===== config.mk =====
export PLATFORM = sky130hd
export DESIGN_NAME = aes_ahb_master
export DESIGN_NICKNAME = d
export VERILOG_FILES = /design/src/rtl/aes_ahb_master.sv
export SDC_FILE = /design/constraint.sdc
export NUM_CORES = 1
export LEC_CHECK = 0
export ABC_AREA = 0
export ABC_CLOCK_PERIOD_IN_PS = 10100
export CORE_ASPECT_RATIO = 1.5
export CORE_MARGIN = 2
export CORE_UTILIZATION = 23
export DETAILED_ROUTE_END_ITERATION = 10
export SYNTH_ARGS = -nofsm -noshare
export SYNTH_HDL_FRONTEND = slang
export SYNTH_SLANG_ARGS = --single-unit

===== constraint.sdc =====
create_clock -name clk -period 10.1 [get_ports clk]
set_clock_uncertainty 0.05 [all_clocks]
set_input_delay 2.02 -clock clk [delete_from_list [all_inputs] [get_ports clk]]
set_output_delay 2.02 -clock clk [all_outputs]
set_load 0.02 [all_outputs]

===== src/rtl/aes_ahb_master.sv =====
// AHB-Lite master moving 128-bit AES blocks to/from SRAM as single INCR4 bursts.
// Read and write pointers advance independently; errors abort the burst and set a sticky flag.
module aes_ahb_master #(
  parameter int unsigned ADDR_W = 32
) (
  input  logic              clk,
  input  logic              n_rst,
  input  logic              ahb_shift_en,
  input  logic              ahb_mode,
  input  logic              cfg_load,
  input  logic [ADDR_W-1:0] src_base,
  input  logic [ADDR_W-1:0] dst_base,
  input  logic [15:0]       num_blocks,
  input  logic [127:0]      tx_block,
  output logic [ADDR_W-1:0] HADDR,
  output logic [1:0]        HTRANS,
  output logic              HWRITE,
  output logic [2:0]        HSIZE,
  output logic [2:0]        HBURST,
  output logic [31:0]       HWDATA,
  input  logic [31:0]       HRDATA,
  input  logic              HREADY,
  input  logic              HRESP,
  output logic [127:0]      rx_block,
  output logic              rx_valid,
  output logic              blk_done,
  output logic              busy,
  output logic              last_round,
  output logic              err_flag
);

  localparam logic [1:0]  HT_IDLE   = 2'b00;
  localparam logic [1:0]  HT_NONSEQ = 2'b10;
  localparam logic [1:0]  HT_SEQ    = 2'b11;
  localparam int unsigned BLK_BYTES = 16;

  typedef enum logic [2:0] {IDLE, ADDR0, BURST, LAST_DATA, ERR} state_e;

  state_e              state_q, state_d;
  logic                mode_q, mode_d;
  logic [127:0]        tx_q, tx_d;
  logic [ADDR_W-1:0]   base_q, base_d;
  logic [1:0]          beat_q, beat_d;
  logic [ADDR_W-1:0]   haddr_q, haddr_d;
  logic [1:0]          htrans_q, htrans_d;
  logic                hwrite_q, hwrite_d;
  logic [31:0]         hwdata_q, hwdata_d;
  logic [127:0]        rx_q, rx_d;
  logic                rx_valid_q, rx_valid_d;
  logic                blk_done_q, blk_done_d;
  logic                busy_q, busy_d;
  logic                err_q, err_d;
  logic [ADDR_W-1:0]   rd_ptr_q, rd_ptr_d;
  logic [ADDR_W-1:0]   wr_ptr_q, wr_ptr_d;
  logic [15:0]         wr_cnt_q, wr_cnt_d;
  logic [15:0]         nblk_q, nblk_d;
  logic [ADDR_W-1:0]   src_al, dst_al;

  // Word k of a block sits in the most-significant-first 32-bit lane k.
  function automatic logic [31:0] word_of(input logic [127:0] blk, input logic [1:0] k);
    case (k)
      2'd0:    word_of = blk[127:96];
      2'd1:    word_of = blk[95:64];
      2'd2:    word_of = blk[63:32];
      default: word_of = blk[31:0];
    endcase
  endfunction

  function automatic logic [127:0] put_word(input logic [127:0] blk, input logic [1:0] k,
                                            input logic [31:0] w);
    put_word = blk;
    case (k)
      2'd0:    put_word[127:96] = w;
      2'd1:    put_word[95:64]  = w;
      2'd2:    put_word[63:32]  = w;
      default: put_word[31:0]   = w;
    endcase
  endfunction

  assign src_al = {src_base[ADDR_W-1:4], 4'b0000};
  assign dst_al = {dst_base[ADDR_W-1:4], 4'b0000};

  // Next-state and registered-output logic.
  always_comb begin
    state_d    = state_q;
    mode_d     = mode_q;
    tx_d       = tx_q;
    base_d     = base_q;
    beat_d     = beat_q;
    haddr_d    = haddr_q;
    htrans_d   = htrans_q;
    hwrite_d   = hwrite_q;
    hwdata_d   = hwdata_q;
    rx_d       = rx_q;
    rx_valid_d = 1'b0;
    blk_done_d = 1'b0;
    busy_d     = busy_q;
    err_d      = err_q;
    rd_ptr_d   = rd_ptr_q;
    wr_ptr_d   = wr_ptr_q;
    wr_cnt_d   = wr_cnt_q;
    nblk_d     = nblk_q;

    case (state_q)
      IDLE: begin
        if (cfg_load) begin
          rd_ptr_d = src_al;
          wr_ptr_d = dst_al;
          nblk_d   = (num_blocks == 16'd0) ? 16'd1 : num_blocks;
          wr_cnt_d = 16'd0;
          err_d    = 1'b0;
        end
        if (ahb_shift_en) begin
          // A same-cycle cfg_load supplies the burst base directly.
          if (ahb_mode) base_d = cfg_load ? dst_al : wr_ptr_q;
          else          base_d = cfg_load ? src_al : rd_ptr_q;
          mode_d   = ahb_mode;
          tx_d     = tx_block;
          haddr_d  = base_d;
          htrans_d = HT_NONSEQ;
          hwrite_d = ahb_mode;
          beat_d   = 2'd0;
          busy_d   = 1'b1;
          state_d  = ADDR0;
        end
      end
      ADDR0: begin
        if (HREADY) begin
          hwdata_d = word_of(tx_q, 2'd0);
          haddr_d  = base_q + ADDR_W'(4);
          htrans_d = HT_SEQ;
          beat_d   = 2'd1;
          state_d  = BURST;
        end
      end
      BURST: begin
        if (HREADY) begin
          if (!mode_q) rx_d = put_word(rx_q, 2'(beat_q - 2'd1), HRDATA);
          hwdata_d = word_of(tx_q, beat_q);
          if (beat_q == 2'd3) begin
            htrans_d = HT_IDLE;
            state_d  = LAST_DATA;
          end else begin
            haddr_d = base_q + ADDR_W'({2'(beat_q + 2'd1), 2'b00});
            beat_d  = 2'(beat_q + 2'd1);
          end
        end else if (HRESP) begin
          htrans_d = HT_IDLE;
          err_d    = 1'b1;
          state_d  = ERR;
        end
      end
      LAST_DATA: begin
        if (HREADY) begin
          if (!mode_q) begin
            rx_d     = put_word(rx_q, 2'd3, HRDATA);
            rd_ptr_d = rd_ptr_q + ADDR_W'(BLK_BYTES);
          end else begin
            wr_ptr_d = wr_ptr_q + ADDR_W'(BLK_BYTES);
            wr_cnt_d = wr_cnt_q + 16'd1;
          end
          blk_done_d = 1'b1;
          rx_valid_d = !mode_q;
          busy_d     = 1'b0;
          state_d    = IDLE;
        end else if (HRESP) begin
          err_d   = 1'b1;
          state_d = ERR;
        end
      end
      ERR: begin
        busy_d  = 1'b0;
        state_d = IDLE;
      end
      default: state_d = IDLE;
    endcase
  end

  always_ff @(posedge clk or negedge n_rst) begin
    if (!n_rst) begin
      state_q    <= IDLE;
      mode_q     <= 1'b0;
      tx_q       <= '0;
      base_q     <= '0;
      beat_q     <= 2'd0;
      haddr_q    <= '0;
      htrans_q   <= HT_IDLE;
      hwrite_q   <= 1'b0;
      hwdata_q   <= '0;
      rx_q       <= '0;
      rx_valid_q <= 1'b0;
      blk_done_q <= 1'b0;
      busy_q     <= 1'b0;
      err_q      <= 1'b0;
      rd_ptr_q   <= '0;
      wr_ptr_q   <= '0;
      wr_cnt_q   <= 16'd0;
      nblk_q     <= 16'd1;
    end else begin
      state_q    <= state_d;
      mode_q     <= mode_d;
      tx_q       <= tx_d;
      base_q     <= base_d;
      beat_q     <= beat_d;
      haddr_q    <= haddr_d;
      htrans_q   <= htrans_d;
      hwrite_q   <= hwrite_d;
      hwdata_q   <= hwdata_d;
      rx_q       <= rx_d;
      rx_valid_q <= rx_valid_d;
      blk_done_q <= blk_done_d;
      busy_q     <= busy_d;
      err_q      <= err_d;
      rd_ptr_q   <= rd_ptr_d;
      wr_ptr_q   <= wr_ptr_d;
      wr_cnt_q   <= wr_cnt_d;
      nblk_q     <= nblk_d;
    end
  end

  assign HADDR      = haddr_q;
  assign HTRANS     = htrans_q;
  assign HWRITE     = hwrite_q;
  assign HWDATA     = hwdata_q;
  assign HSIZE      = 3'b010;
  assign HBURST     = 3'b011;
  assign rx_block   = rx_q;
  assign rx_valid   = rx_valid_q;
  assign blk_done   = blk_done_q;
  assign busy       = busy_q;
  assign err_flag   = err_q;
  assign last_round = (wr_cnt_q == 16'(nblk_q - 16'd1));

endmodule


==> results.md, run 1 <==
- Crit. Startpoint: nblk_q[1]
- Core area: 94400 µm²
- Routed length per instance: 19.8 µm
- Unique masters post-synth: 72
- CP max stage delay: 620 ps
- Reg clk slew, reported paths: 60 ps
- Commonest cells in the netlist: nand2_1, dfrtp_1, mux2_2, o21ai_0, clkbuf_1
- First-pass GRT wire length: 116 mm
- Layout cells sized above 1: 0.115
- Asr flop ratio synth: 1.00
- RSZ-0062 raised after global routing: false
- TNS Setup: 0 ps
- P per Cell Area: 301 nW/µm²
- R2R Setup Slk: 5990 ps
- Initial DRC Count: 1279
- Clock buffer count from CTS: 50
- Largest net degree at the start of global routing: 158
- Starting Density: 0.232
- CTS Buffer Depth: 3
- Gr ovfl total: 0
- Crit path capture type: primary output
- Critical path fanouts, max: 6
- Status: finished clean
- Data arrival, critical path: 3900 ps
- Final Wtd Congestion: 0.823
- H-tree levels: 2
- CP Capture Point: last_round
- Clock sink count: 460
- I/O pin count: 453
- Post-synth top flop: dfrtp_1
- Final Cycle Share: 0.592
- Reg-to-Reg End: HADDR[30]
- Placed cell count: 3842
- Die W: 256 µm
- WL met2: 39.0 mm
- Core Rows: 138
- Cell Area, Synth: 21900 µm²
- Synth-to-layout area growth: 34.5%
- Routed via count: 18300
- IO Port Bufs: 438
- Routed met3 length: 5.89 mm
- Min Tclk post-route: 5970 ps
- All-Layer GR Usage: 0.156
- Cell taking the most area after synthesis: dfrtp_1
- Worst r2r path cells: 9
- CP required: 8030 ps
- Max_cap viols: 0
- Max Fclk: 167 MHz
- Post-CTS Resized: 0
- Chip height: 382 µm
- Peak supply drop: 161 µV
- Net count, final: 2893
- Clock Latency Late Sink: 610 ps
- Wl on met1: 30.4 mm
- Filler cells: 9858
- Hold Crit Class: reg2reg
- Die area: 97800 µm²
- # hold bufs at CTS: 0
- Crit path kind: reg2out
- CTS tree: done
- Worst Max-Slew Pin Slew: 1080 ps
- Root buffer selected by CTS: clkbuf_16
- Finished Layout Cells: 3941
- Post-DRT Antenna Nets: 0
- Tot Pwr: 8.88 mW
- Post-CTS setup buffer count: 0
- Antenna violations before repair: 16
- Max-slew headroom: 0.283
- # setup viols final: 0
- Post-synth top area share: 0.524
- Cells along the critical path: inv_1 > ha_1 > or3b_2 > xnor2_1 > or3_1 > a2111oi_0 > and4_1 > clkdlybuf4s50_1
- DP HPWL: 57.1 mm
- Slowest cell on the critical path: clkdlybuf4s50_1
- Sequential element share of the synthesized area: 0.525
- Synth Instances: 2256
- Post-synth EDFFs: 0
- Drt via density: 4.65
- Vias in the first global route: 17800
- Worst reg2reg startpoint: state_q[1]
- Final hold violations: 0
- Worst setup SP type: flip-flop
- DRT Pass-1 Iters: 5
- P_leak: 12.8 nW
- Detailed Route WL: 78.1 mm
- Most common cell in the netlist: nand2_1
- Synthesis warning total: 0
- Mapped Avg Cell Area: 9.71 µm²
- Dominant cells by area after synthesis: dfrtp_1, nand2_1, mux2_2
- Seq cells post-synth: 460
- Top Metal Used: met5
- Fin. max-slew vios: 0
- DRC Markers: 0
==> metrics by stage <==
| step | hold WS [ps] | setup WS, ps | utilization | area, µm² |
|---|---|---|---|---|
| 2_1_floorplan | 387 | 5520 | - | 21900 |
| 3_3_place_gp | 408 | 4740 | 0.293 | 27600 |
| 3_5_place_dp | 409 | 4770 | 0.293 | 27600 |
| 4_1_cts | 428 | 4060 | 0.312 | 29400 |
| 5_1_grt | 438 | 3950 | 0.312 | 29500 |
| 6_report | 423 | 4130 | 0.312 | 29500 |
==> cell families after synthesis <==
logic type      after synthesis  share of synthesized area
simple gates                962                      0.188
flops                       460                      0.525
compound gates              407                      0.118
mux                         194                      0.110
buf+inv                     170                     0.0313
xor+xnor                     49                     0.0196
fa+ha+maj                    12                    0.00720
other cells                   2                   0.000343
==> cell type report <==
type	instances	area [µm²]	share of cell area
Clock buffer	71	1460	0.0496
Clock inverter	23	355	0.0121
Tap cell	1260	1580	0.0535
Timing Repair Buffer	471	4650	0.158
Sequential cell	460	11500	0.391
Multi-Input combinational cell	1630	9810	0.333
Antenna cell	5	12.5	0.000425
Inverter	21	78.8	0.00268
==> flip-flops by register name, summed over array words and instances, names as in the netlist, 16 cells and up <==
name      cells
HADDR        32
HWDATA       32
base_q       32
nblk_q       16
rd_ptr_q     32
rx_block    128
tx_q        128
wr_cnt_q     16
wr_ptr_q     32
==> metal layers <==
metal / up-vias / GRT usage
met5: - / 0
met4: 6 / 0.0511
met3: 135 / 0.0377
met2: 699 / 0.275
met1: 8883 / 0.184
li1: 8616 / -
==> report_power, final <==
| part | leakage [nW] | internal, mW | total [mW] | switching (mW) |
|---|---|---|---|---|
| logic | 6.15 | 1.54 | 3.63 | 2.09 |
| clock network | 0.895 | 1.20 | 2.02 | 0.822 |
| registers | 5.78 | 2.61 | 3.22 | 0.613 |
| total | 12.8 | 5.35 | 8.88 | 3.52 |
==> worst max-delay path: cells and delay by family, from the launching register on <==
kind	cells	cell delay (ps)
compound gates	1	550
xor+xnor	1	170
fa+ha+maj	1	250
buf+inv	2	720
flops	1	430
simple gates	3	1180
==> worst min-delay path by stage <==
stage | startpoint | end | cells after the start
after floorplan | tx_q[28] | tx_q[28] | 2
after global placement | tx_q[3] | tx_q[3] | 2
after detailed placement | tx_q[126] | tx_q[126] | 2
after CTS | base_q[1] | base_q[1] | 2
after global routing | tx_q[126] | tx_q[126] | 2
final | tx_q[28] | tx_q[28] | 2
==> layout by cell type, fill, tap and decap left out, drive strengths merged, types with 25 or more instances in the layout <==
| cell type | n |
|---|---|
| nand3 | 47 |
| nand2 | 676 |
| xnor2 | 26 |
| o22ai | 27 |
| mux2i | 36 |
| mux4 | 25 |
| a21oi | 75 |
| buf | 36 |
| a22oi | 62 |
| clkdlybuf4s50 | 435 |
| mux2 | 133 |
| dfrtp | 459 |
| o21ai | 132 |
| clkbuf | 71 |
| nor2 | 82 |
| nand4 | 34 |
No activity file was read; power rests on OpenSTA's default activity.
==> run 2: changes to the inputs <==
ABC_CLOCK_PERIOD_IN_PS = 5700   (was 10100)
clock period = 5.7 ns   (was 10.1 ns; I/O delays follow)
==> run 2 against run 1 <==
Effect of this change: hold slack improved by 1.2 ps; global-route usage rose by 0.088 points; largest power group unchanged; register-to-register slack got worse by 4400 ps; first-iteration DRC count fell by 4.7%; critical endpoint unchanged; combinational power rose by 77%; setup slack got worse by 3400 ps; core utilization barely moved; clock-buffer cell count fell by 1; highest routed layer unchanged; total power rose by 75%; die area did not move; wire length rose by 0.18%; sequential share of layout area barely moved.
==> results.md, run 2 (synthesized netlist as in run 1, its figures left out) <==
- Chip height: 382 µm
- Finished Layout Cells: 3944
- IO Port Bufs: 438
- Final Wtd Congestion: 0.830
- Crit path kind: reg2out
- TNS Setup: 0 ps
- Tot Pwr: 15.6 mW
- Layout cells sized above 1: 0.116
- Worst setup SP type: flip-flop
- Post-DRT Antenna Nets: 0
- Starting Density: 0.232
- P per Cell Area: 529 nW/µm²
- P_leak: 12.8 nW
- Max_cap viols: 0
- HP Start: HWDATA[12]
- Worst Max-Slew Pin Slew: 1040 ps
- All-Layer GR Usage: 0.157
- I/O pin count: 453
- CTS tree: done
- Max-slew headroom: 0.305
- R2R Setup Slk: 1610 ps
- WP buf/inv: 2
- Fin. max-slew vios: 0
- Routed via count: 18200
- Die W: 256 µm
- H-tree levels: 2
- Post-CTS setup buffer count: 0
- Most frequent cells in the layout: nand2_1, dfrtp_1, clkdlybuf4s50_1
- Routed length per instance: 19.8 µm
- Reg clk slew, reported paths: 60 ps
- DP HPWL: 57.9 mm
- First-pass GRT wire length: 117 mm
- Detailed Route WL: 78.2 mm
- Reg-to-Reg End: HADDR[28]
- Gr ovfl total: 0
- Synth-to-layout area growth: 34.3%
- Final Cycle Share: 0.866
- RSZ-0062 raised after global routing: false
- Design Area, Final: 29400 µm²
- Crit path capture type: primary output
- Root buffer selected by CTS: clkbuf_16
- CTS Buffer Depth: 3
- Peak supply drop: 252 µV
- Die area: 97800 µm²
- Clock sink count: 460
- Clock buffer count from CTS: 50
- Post-CTS Resized: 0
- Critical path fanouts, max: 6
- Hold Path Sink: HWDATA[12]
- DRT Pass-1 Iters: 5
- Hold depth: 2
- Initial DRC Count: 1219
- Data arrival, critical path: 3750 ps
- Worst r2r path cells: 9
- Crit. Startpoint: nblk_q[1]
- Final hold violations: 0
- Vias in the first global route: 18100
- Stages on the worst setup path: 8
- Status: finished clean
- Hold Crit Class: reg2reg
- Placed cell count: 3847
- Max Fclk: 202 MHz
- Antenna violations before repair: 21
- Core area: 94400 µm²
- # setup viols final: 0
- Cells along the critical path: inv_1 > ha_1 > or3b_2 > xnor2_1 > or3_1 > a2111oi_0 > and4_1 > clkdlybuf4s50_1
- Core Rows: 138
- # hold bufs at CTS: 0
- CP required: 4510 ps
- DRC Markers: 0
- Largest net degree at the start of global routing: 120
- Most common cell after layout, fill and taps aside: nand2_1
- Clock Latency Late Sink: 610 ps
- Crit path max-delay family: simple AND/OR/NAND/NOR gates
- DP Area: 27700 µm²
- CP max stage delay: 610 ps
- Filler cells: 9872
- Worst reg2reg startpoint: state_q[0]
- Net count, final: 2898
- Drt via density: 4.62
- Slowest cell on the critical path: clkdlybuf4s50_1
- Min Tclk post-route: 4940 ps
run 2: changes by cell type in the layout (fill, tap and decap cells not counted):
cell | previous run | this run
diode_2 | 5 | 6
clkinv_8 | 1 | 0
inv_6 | 1 | 4
buf_12 | 2 | 4
bufinv_16 | 7 | 4
clkinv_2 | 7 | 5
clkbuf_1 | 8 | 7
clkinv_4 | 3 | 2
clkinvlp_4 | 1 | 4
clkbuf_8 | 13 | 12
inv_16 | 2 | 1
clkbuf_16 | 50 | 51
buf_4 | 31 | 34
run 2: power by group:
part           internal (mW)  total [mW]  switching, mW  leakage [nW]
Combinational           2.75        6.43           3.68          6.19
Clock                   1.99        3.44           1.45         0.842
Sequential              4.63        5.71           1.08          5.78
run 2: cell type report:
cell class | count | area, µm² | area share
antenna | 6 | 15.0 | 0.000510
clock buffer | 70 | 1470 | 0.0499
clock inverter | 21 | 259 | 0.00880
inverter | 21 | 78.8 | 0.00268
multi-input combinational | 1630 | 9810 | 0.333
sequential | 460 | 11500 | 0.391
tap | 1260 | 1580 | 0.0536
timing repair buffer | 476 | 4710 | 0.160
run 2: how the worst max path moves through the flow:
| stage | to | slack (ps) |
|---|---|---|
| after CTS | last_round | 650 |
| after global routing | last_round | 530 |
| after global placement | last_round | 1250 |
| final | last_round | 760 |
| after detailed placement | last_round | 1310 |
| after floorplan | last_round | 2000 |
run 2: metrics by stage:
step	util	setup slack, ps	hold WS [ps]
2_1_floorplan	-	2000	387
3_3_place_gp	0.293	1250	409
3_5_place_dp	0.293	1310	412
4_1_cts	0.312	651	428
5_1_grt	0.312	526	445
6_report	0.312	761	424
run 2: metal layers:
metal / up-vias / wire (µm) / GRT usage / share of wire
met1: 8805 / 30600 / 0.183 / 0.39
met2: 656 / 40000 / 0.282 / 0.51
li1: 8602 / - / - / -
met3: 140 / 5370 / 0.0387 / 0.069
met5: - / 72 / 0 / 0.00092
met4: 12 / 2090 / 0.0475 / 0.027
run 2: worst min-delay path: stages, from the launching register on:
cell	delay, ps
dfrtp_1	340
nand2_1	40
o21ai_0	60
